--- src/rtl/universal_shift_register.sv ---
// Purpose : universal shift register with parallel load, bidirectional and arithmetic shift, shift counter and done pulse.
// Latency : q/count/done update one cycle after the sampling edge; out is combinational from q and dir.
// Backpres: none; load and shift are accepted every cycle (load wins over shift).
//
// Ports:
//   clk    - rising-edge clock
//   reset  - asynchronous active-high reset (q, count, done -> 0)
//   shift  - shift enable
//   load   - parallel load enable, priority over shift
//   dir    - 0 = shift right (toward bit 0), 1 = shift left (toward MSB)
//   arith  - right shifts refill the MSB with the old sign bit instead of in
//   in     - serial data in
//   pdata  - parallel load data
//   out    - serial data out: q[0] when shifting right, q[WIDTH-1] when left
//   q      - register contents
//   count  - shifts since the last load/reset, saturating at WIDTH
//   done   - one-cycle pulse on the shift that brings count to WIDTH
module universal_shift_register #(
    parameter int WIDTH = 8,
    parameter int CW    = $clog2(WIDTH + 1)
) (
    input  logic             clk,
    input  logic             reset,
    input  logic             shift,
    input  logic             load,
    input  logic             dir,
    input  logic             arith,
    input  logic             in,
    input  logic [WIDTH-1:0] pdata,
    output logic             out,
    output logic [WIDTH-1:0] q,
    output logic [CW-1:0]    count,
    output logic             done
);

    localparam logic [CW-1:0] COUNT_FULL = CW'(WIDTH);
    localparam logic [CW-1:0] COUNT_LAST = CW'(WIDTH - 1);

    logic             fill_bit;
    logic [WIDTH-1:0] q_shifted;

    // Right shifts replicate the sign bit in arithmetic mode; left shifts
    // always take the serial input.
    always_comb begin
        fill_bit  = arith ? q[WIDTH-1] : in;
        q_shifted = q;
        if (dir) begin
            q_shifted = {q[WIDTH-2:0], in};
        end else begin
            q_shifted = {fill_bit, q[WIDTH-1:1]};
        end
    end

    assign out = dir ? q[WIDTH-1] : q[0];

    always_ff @(posedge clk or posedge reset) begin
        if (reset) begin
            q     <= '0;
            count <= '0;
            done  <= 1'b0;
        end else if (load) begin
            q     <= pdata;
            count <= '0;
            done  <= 1'b0;
        end else if (shift) begin
            q <= q_shifted;
            // Once saturated the counter freezes, so done can only fire on
            // the single WIDTH-1 -> WIDTH transition per word.
            if (count != COUNT_FULL) begin
                count <= count + CW'(1);
            end
            done <= (count == COUNT_LAST);
        end else begin
            done <= 1'b0;
        end
    end

endmodule

--- config.mk ---
export PLATFORM = sky130hd
export DESIGN_NAME = universal_shift_register
export DESIGN_NICKNAME = d
export VERILOG_FILES = /design/src/rtl/universal_shift_register.sv
export SDC_FILE = /design/constraint.sdc
export NUM_CORES = 1
export LEC_CHECK = 0
export ABC_AREA = 1
export CORE_MARGIN = 1
export CORE_UTILIZATION = 45
export DETAILED_ROUTE_END_ITERATION = 10
export PLACE_DENSITY = 0.89
export SLEW_MARGIN = 20
export SYNTH_ARGS = -nofsm -noshare
export SYNTH_HDL_FRONTEND = slang
export SYNTH_SLANG_ARGS = --single-unit
--- constraint.sdc ---
create_clock -name clk -period 2.5 [get_ports clk]
set_clock_uncertainty 0.1 [all_clocks]
set_input_delay 0.5 -clock clk [delete_from_list [all_inputs] [get_ports clk]]
set_output_delay 0.5 -clock clk [all_outputs]
set_load 0.05 [all_outputs]
==> impl_results.md, run 1 <==
* Antenna cells at 0
* Pleak at 0.0005108 uW
* Final Hold Vio Count at 0
* Distinct cells, synth at 14
* WP data arrival at 1.59 ns
* Vias per cell at 5.218
* Routed len/inst at 12.60 microns
* Synthesized instance count at 99
* Routed Antenna Nets at 0
* IO Port Bufs at 28
* Via count at 767
* HP Class: primary input to asynchronous set/reset pin
* Initial antenna violation count at 0
* Layout cells sized above 1 at 0.06107
* Worst IR Drop VDD at 0.0003478 V
* Number of synthesized register bits at 13
* H-tree level count at 1
* Total gr overflow at 0
* Seq/Total Area, Yosys at 0.4407
* Min cycle time layout at 2.189 ns
* Initial Util at 0.4844
* # resized after CTS at 0
* Max incr delay on CP at 0.84 ns
* RePlAce Congestion at 0.7891
* Type of the worst setup path: register to output port
* Slowest CP cell: clkdlybuf4s50_1
* Biggest area consumer among synthesized cells: dfrtp_1
* Vias in the first global route at 775
* Overall power at slightly below 600 uW
* Detailed placement HPWL at 1431 microns
* Max-cap violations at 0
* CP max FO at 7
* Die X at around 43 microns
* Top cells by area, synth: dfrtp_1, nand2_1, o21ai_0
* # Post-CTS Setup Buffers at 0
* Synth top area share at 0.4407
* Status: finished, final reports clean
* Worst endpoint required time at roughly 1.9 ns
* DRC errors left at 0
* Worst Setup End Kind: output port
* Highest Clock Rate at 456.8 MHz
* Slew @ Worst Pin at 0.5023 ns
* Post-layout nets at 149
* Total CTS buffers at 3
* Die area at 1806 sq um
* Fin Setup TNS at 0 ns
* Fin crit share at 0.8756
* Crit-path cells: clkdlybuf4s50_1
* Syn Nets at approximately 120
* Final worst slack at 0.3110 ns
* First-pass GRT wire length at 3208 microns
* Rel. slew slack at 0.6641
* RSZ-0062 raised after global routing: no
* I/O Pins at 29
* Clk sinks at 13
* TritonCTS clock tree: done
* Clock transition at path regs at 0.08 ns
* Most frequent cells in the layout: nand2_1, clkdlybuf4s50_1, o21ai_0, inv_1, dfrtp_1
* Buf/Inv on CP at 1
* Largest net degree at the start of global routing at 14
* Clk root buf: clkbuf_4
* Crit start category: register
* First drt pass iteration count at 5
* Worst-Skew Late Latency at 0.28 ns
* Area growth syn-to-layout at 45.93%
* GR Util All Layers at 0.2399
* Overall routed net length at 1852 microns
* Avg Cell Area, Syn at 7.457 sq um
* Hold buffer count at cts at 0
* Total power density per cell area at 540.4 nW/um^2
* Initial DRC count at 28
* CORE AREA at roughly 1500 sq um
* Most common cell after layout, fill and taps aside: nand2_1
* Worst slack, placed at about 0.43 ns
* Top Family by Delay on Critical Path: buffers and inverters
* Die height at 42.50 microns
* Setup Viol. Count Final at 0
* Ys Warns at 0
* Slew Limit Fails at 0
* Std cell rows at 14
* Max clock buf depth at 2
* Mapped Area at roughly 740 sq um
[power breakdown]
| group | internal (uW) | total [uW] | switching, uW |
|---|---|---|---|
| registers | 228 | 247 | 19.3 |
| clock network | 61.9 | 133 | 70.9 |
| logic | 79.1 | 202 | 123 |
| total | 369 | 582 | 213 |
[layout make-up]
type                       count  area, sq um
clock buffer                   4        26.28
fill                         129        446.7
inverter                      17        63.81
multi-input combinational     67        336.6
sequential                    13        325.3
tap                           16        20.02
timing repair buffer          30        305.3
[final timing paths]
check                          from        to  slack, ns  cells after the start
setup / recovery           count[2]  count[2]       0.31                      1
hold / removal                reset      q[5]       0.43                      2
setup reg to reg           count[0]  count[0]       1.08                      8
hold reg to reg                q[7]      q[7]       0.43                      2
max in group asynchronous     reset      q[3]       1.54                      2
min in group clk               q[7]      q[7]       0.43                      2
[cell families after synthesis]
logic type	after synthesis	share of synthesized area
flops	13	0.4407
fa+ha+maj	2	0.03389
buf+inv	19	0.1034
compound gates	25	0.1932
simple gates	40	0.2288
[per-stage QoR]
step | utilization | instances | hold slack, ns | area, sq um
2_1_floorplan | - | 99 | 0.2770 | 738.2
3_3_place_gp | 0.6897 | 143 | 0.4027 | 1051
3_5_place_dp | 0.6897 | 143 | 0.4110 | 1051
4_1_cts | 0.7069 | 147 | 0.4311 | 1077
5_1_grt | 0.7069 | 147 | 0.4796 | 1077
6_report | 0.7069 | 147 | 0.4336 | 1077
[cells in the mapped netlist]
master,instances
nor3_1,1
nand2_1,28
inv_1,17
nor2_1,4
or2_2,1
nor2_4,1
nand4_1,1
dfrtp_1,13
buf_2,1
nand3_1,4
o21ai_0,18
buf_4,1
ha_1,2
a22oi_1,7
[per-layer routing]
layer  vias up  track usage  routed length (microns)
met3         4      0.02586                       91
met1       354       0.2928                      767
met2        26       0.4062                      954
li1        383            -                        -
met5         -            0                        0
met4         0       0.1375                       39
[flip-flops by register name (all words and copies together) (netlist names)]
name and flops:
done 1, count 4, q 8
Power figures use the tool's default switching activity.
==> run 2: changes to the inputs <==
--- a/config.mk
+++ b/config.mk
@@ -5,11 +5,11 @@
 export SDC_FILE = /design/constraint.sdc
 export NUM_CORES = 1
 export LEC_CHECK = 0
-export ABC_AREA = 1
 export CORE_MARGIN = 1
 export CORE_UTILIZATION = 45
 export DETAILED_ROUTE_END_ITERATION = 10
 export PLACE_DENSITY = 0.89
+export REMOVE_ABC_BUFFERS = 1
 export SLEW_MARGIN = 20
 export SYNTH_ARGS = -nofsm -noshare
 export SYNTH_HDL_FRONTEND = slang
==> impl_results.md, run 2 <==
* Initial DRC count at 11 (was 28)
* Cell with the most instances after synthesis: dfrtp_1 (was nand2_1)
* Total CTS buffers at 3 (unchanged)
* Detailed placement HPWL at 1239 microns (was 1431 microns)
* Overall power at 577.8 uW (was 582.1 uW)
* Die area at 1859 sq um (was 1806 sq um)
* # Post-CTS Setup Buffers at 0 (unchanged)
* Hold buffer count at cts at 0 (unchanged)
* Via count at 665 (was 767)
* Std cell rows at 14 (unchanged)
* CP max FO at 5 (was 7)
* Buf/Inv on CP at 1 (unchanged)
* Top cells by count, synth: dfrtp_1, nor2_1, mux2i_1, a211oi_1, a21o_1 (was nand2_1, o21ai_0, inv_1, dfrtp_1, a22oi_1)
* HP Class: primary input to asynchronous set/reset pin (unchanged)
* Max incr delay on CP at 0.84 ns (about the same)
* Worst endpoint required time at 1.90 ns (about the same)
* RePlAce Congestion at 0.7782 (was 0.7891)
* Clock transition at path regs at 0.08 ns (about the same)
* Pleak at 0.0004990 uW (was 0.0005108 uW)
* Total gr overflow at 0 (unchanged)
* Top cells by area, synth: dfrtp_1, mux2i_1, a211oi_1 (was dfrtp_1, nand2_1, o21ai_0)
* Most common cell after layout, fill and taps aside: clkdlybuf4s50_1 (was nand2_1)
* Vias per cell at 5.451 (was 5.218)
* Number of synthesized register bits at 13 (unchanged)
* Biggest area consumer among synthesized cells: dfrtp_1 (unchanged)
* CORE AREA at 1541 sq um (was 1524 sq um)
* I/O Pins at 29 (unchanged)
* Post-Layout Inst Area at 1074 sq um (was 1077 sq um)
* Final Hold Vio Count at 0 (unchanged)
* Rel. slew slack at 0.6529 (was 0.6641)
* Fin Setup TNS at 0 ns (unchanged)
* Distinct cells, synth at 24 (was 14)
* Largest Register: q (unchanged)
* Area growth syn-to-layout at 41.12% (was 45.93%)
* Layout cells sized above 1 at 0.09434 (was 0.06107)
* Mapped Area at 760.7 sq um (was 738.2 sq um)
* Total power density per cell area at 538.3 nW/um^2 (was 540.4 nW/um^2)
* Slew Limit Fails at 0 (unchanged)
* Antenna cells at 0 (unchanged)
* Slew @ Worst Pin at 0.5190 ns (was 0.5023 ns)
* Fillers at 131 (was 129)
* Crit start category: register (unchanged)
* First-pass GRT wire length at 2911 microns (was 3208 microns)
* Largest net degree at the start of global routing at 17 (was 14)
* Seq/Total Area, Yosys at 0.4276 (was 0.4407)
* Routed len/inst at 13.40 microns (was 12.60 microns)
* Worst Setup End Kind: output port (unchanged)
* Prevailing post-synth register cell: dfrtp_1 (unchanged)
* # resized after CTS at 0 (unchanged)
* Routed Antenna Nets at 0 (unchanged)
* Placed cells at 118 (was 143)
* Biggest regs: q: 8 flops, count: 4 flops, done: 1 flops (unchanged)
* Non-filler cells, final at 122 (was 147)
* Post-synth ARST share at 1.000 (unchanged)
* GR Util All Layers at 0.2162 (was 0.2399)
* DRC errors left at 0 (unchanged)
* Die X at 43.12 microns (was 42.50 microns)
* Top Family by Delay on Critical Path: buffers and inverters (unchanged)
* Max-cap violations at 0 (unchanged)
* Crit-path cells: clkdlybuf4s50_1 (unchanged)
* WP data arrival at 1.55 ns (was 1.59 ns)
* Die height at 43.12 microns (was 42.50 microns)
* Status: finished, final reports clean (unchanged)
* Clk sinks at 13 (unchanged)
* Avg Cell Area, Syn at 10.01 sq um (was 7.457 sq um)
* Setup Viol. Count Final at 0 (unchanged)
* Synthesized instance count at 76 (was 99)
* Most frequent cells in the layout: clkdlybuf4s50_1, dfrtp_1, nor2_1, mux2i_1 (was nand2_1, clkdlybuf4s50_1, o21ai_0, inv_1, dfrtp_1)
* Min cycle time layout at 2.153 ns (was 2.189 ns)
* IO Port Bufs at 28 (unchanged)
* Ys Warns at 0 (unchanged)
* TritonCTS clock tree: done (unchanged)
* Worst IR Drop VDD at 0.0003819 V (was 0.0003478 V)
* Initial Util at 0.4935 (was 0.4844)
* RSZ-0062 raised after global routing: no (unchanged)
* DP Area at 1046 sq um (was 1051 sq um)
* Post-layout nets at 124 (was 149)
* Clk root buf: clkbuf_4 (unchanged)
* Synth top area share at 0.4276 (was 0.4407)
* H-tree level count at 1 (unchanged)
* Max clock buf depth at 2 (unchanged)
* Post-synth EDFFs at 0 (unchanged)
* Type of the worst setup path: register to output port (unchanged)
* Initial antenna violation count at 0 (unchanged)
* Fin crit share at 0.8612 (was 0.8756)
* Vias in the first global route at 641 (was 775)
* Overall routed net length at 1635 microns (was 1852 microns)
* Max reg flops at 8 (unchanged)
* Worst-Skew Late Latency at 0.28 ns (about the same)
* Highest Clock Rate at 464.5 MHz (was 456.8 MHz)
* Slowest CP cell: clkdlybuf4s50_1 (unchanged)
* First drt pass iteration count at 5 (unchanged)
## run 2: cell types whose count changed after synthesis, moves of 7 or more
cell,change
a21o_1,+7
o21ai_0,-18
nor2_1,+7
nand2_1,-24
inv_1,-14
a211oi_1,+7
a22oi_1,-7
mux2i_1,+8
## run 2: cell families after synthesis
| family | after synthesis | synth area share |
|---|---|---|
| XOR/XNOR | 1 | 0.01152 |
| flip-flops | 13 | 0.4276 |
| multiplexers | 10 | 0.1349 |
| buffers and inverters | 8 | 0.06084 |
| AO/OA/AOI/OAI | 19 | 0.1875 |
| adder cells (fa/ha/maj) | 2 | 0.03289 |
| AND/OR/NAND/NOR | 23 | 0.1447 |
## run 2: path summary, 6_finish.rpt
kind | from | to | slack (ns) | cells past startpoint
setup / recovery | count[0] | count[0] | 0.35 | 1
hold / removal | reset | q[4] | 0.42 | 2
setup reg to reg | count[0] | count[0] | 1.02 | 5
hold reg to reg | count[2] | count[2] | 0.50 | 2
max in group asynchronous | reset | count[2] | 1.55 | 2
min in group clk | count[2] | count[2] | 0.50 | 2
## run 2: where the power goes
part	internal (uW)	leakage (uW)	switching [uW]	total, uW
sequential	227	0.000164	19.2	246
clock	59.5	0.0000177	73.2	133
combinational	83.2	0.000317	116	199
## run 2: through the flow
step / utilization / setup slack [ns] / hold WS [ns]
finish: 0.6964 / 0.3470 / 0.4226
global route: 0.6964 / 0.2717 / 0.4897
CTS: 0.6964 / 0.3420 / 0.4325
detailed placement: 0.6786 / 0.3956 / 0.4869
global placement: 0.6786 / 0.4065 / 0.4719
floorplan: - / 0.7765 / 0.2770
## run 2: per-layer routing
layer | part of all wire | track usage | vias to the layer above
li1 | - | - | 328
met4 | 0.024 | 0.09697 | 0
met1 | 0.45 | 0.2690 | 313
met2 | 0.48 | 0.3373 | 18
met3 | 0.045 | 0.07234 | 6
met5 | 0 | 0 | -
## run 2: layout make-up
type	instances	area, sq um	area share
multi-input cells	55	389.1	0.3625
flip-flops and latches	13	325.3	0.3030
repair buffers	31	300.3	0.2797
clock buffers	3	22.52	0.02098
well taps	16	20.02	0.01865
inverters	3	11.26	0.01049
clock inverters	1	5.005	0.004662
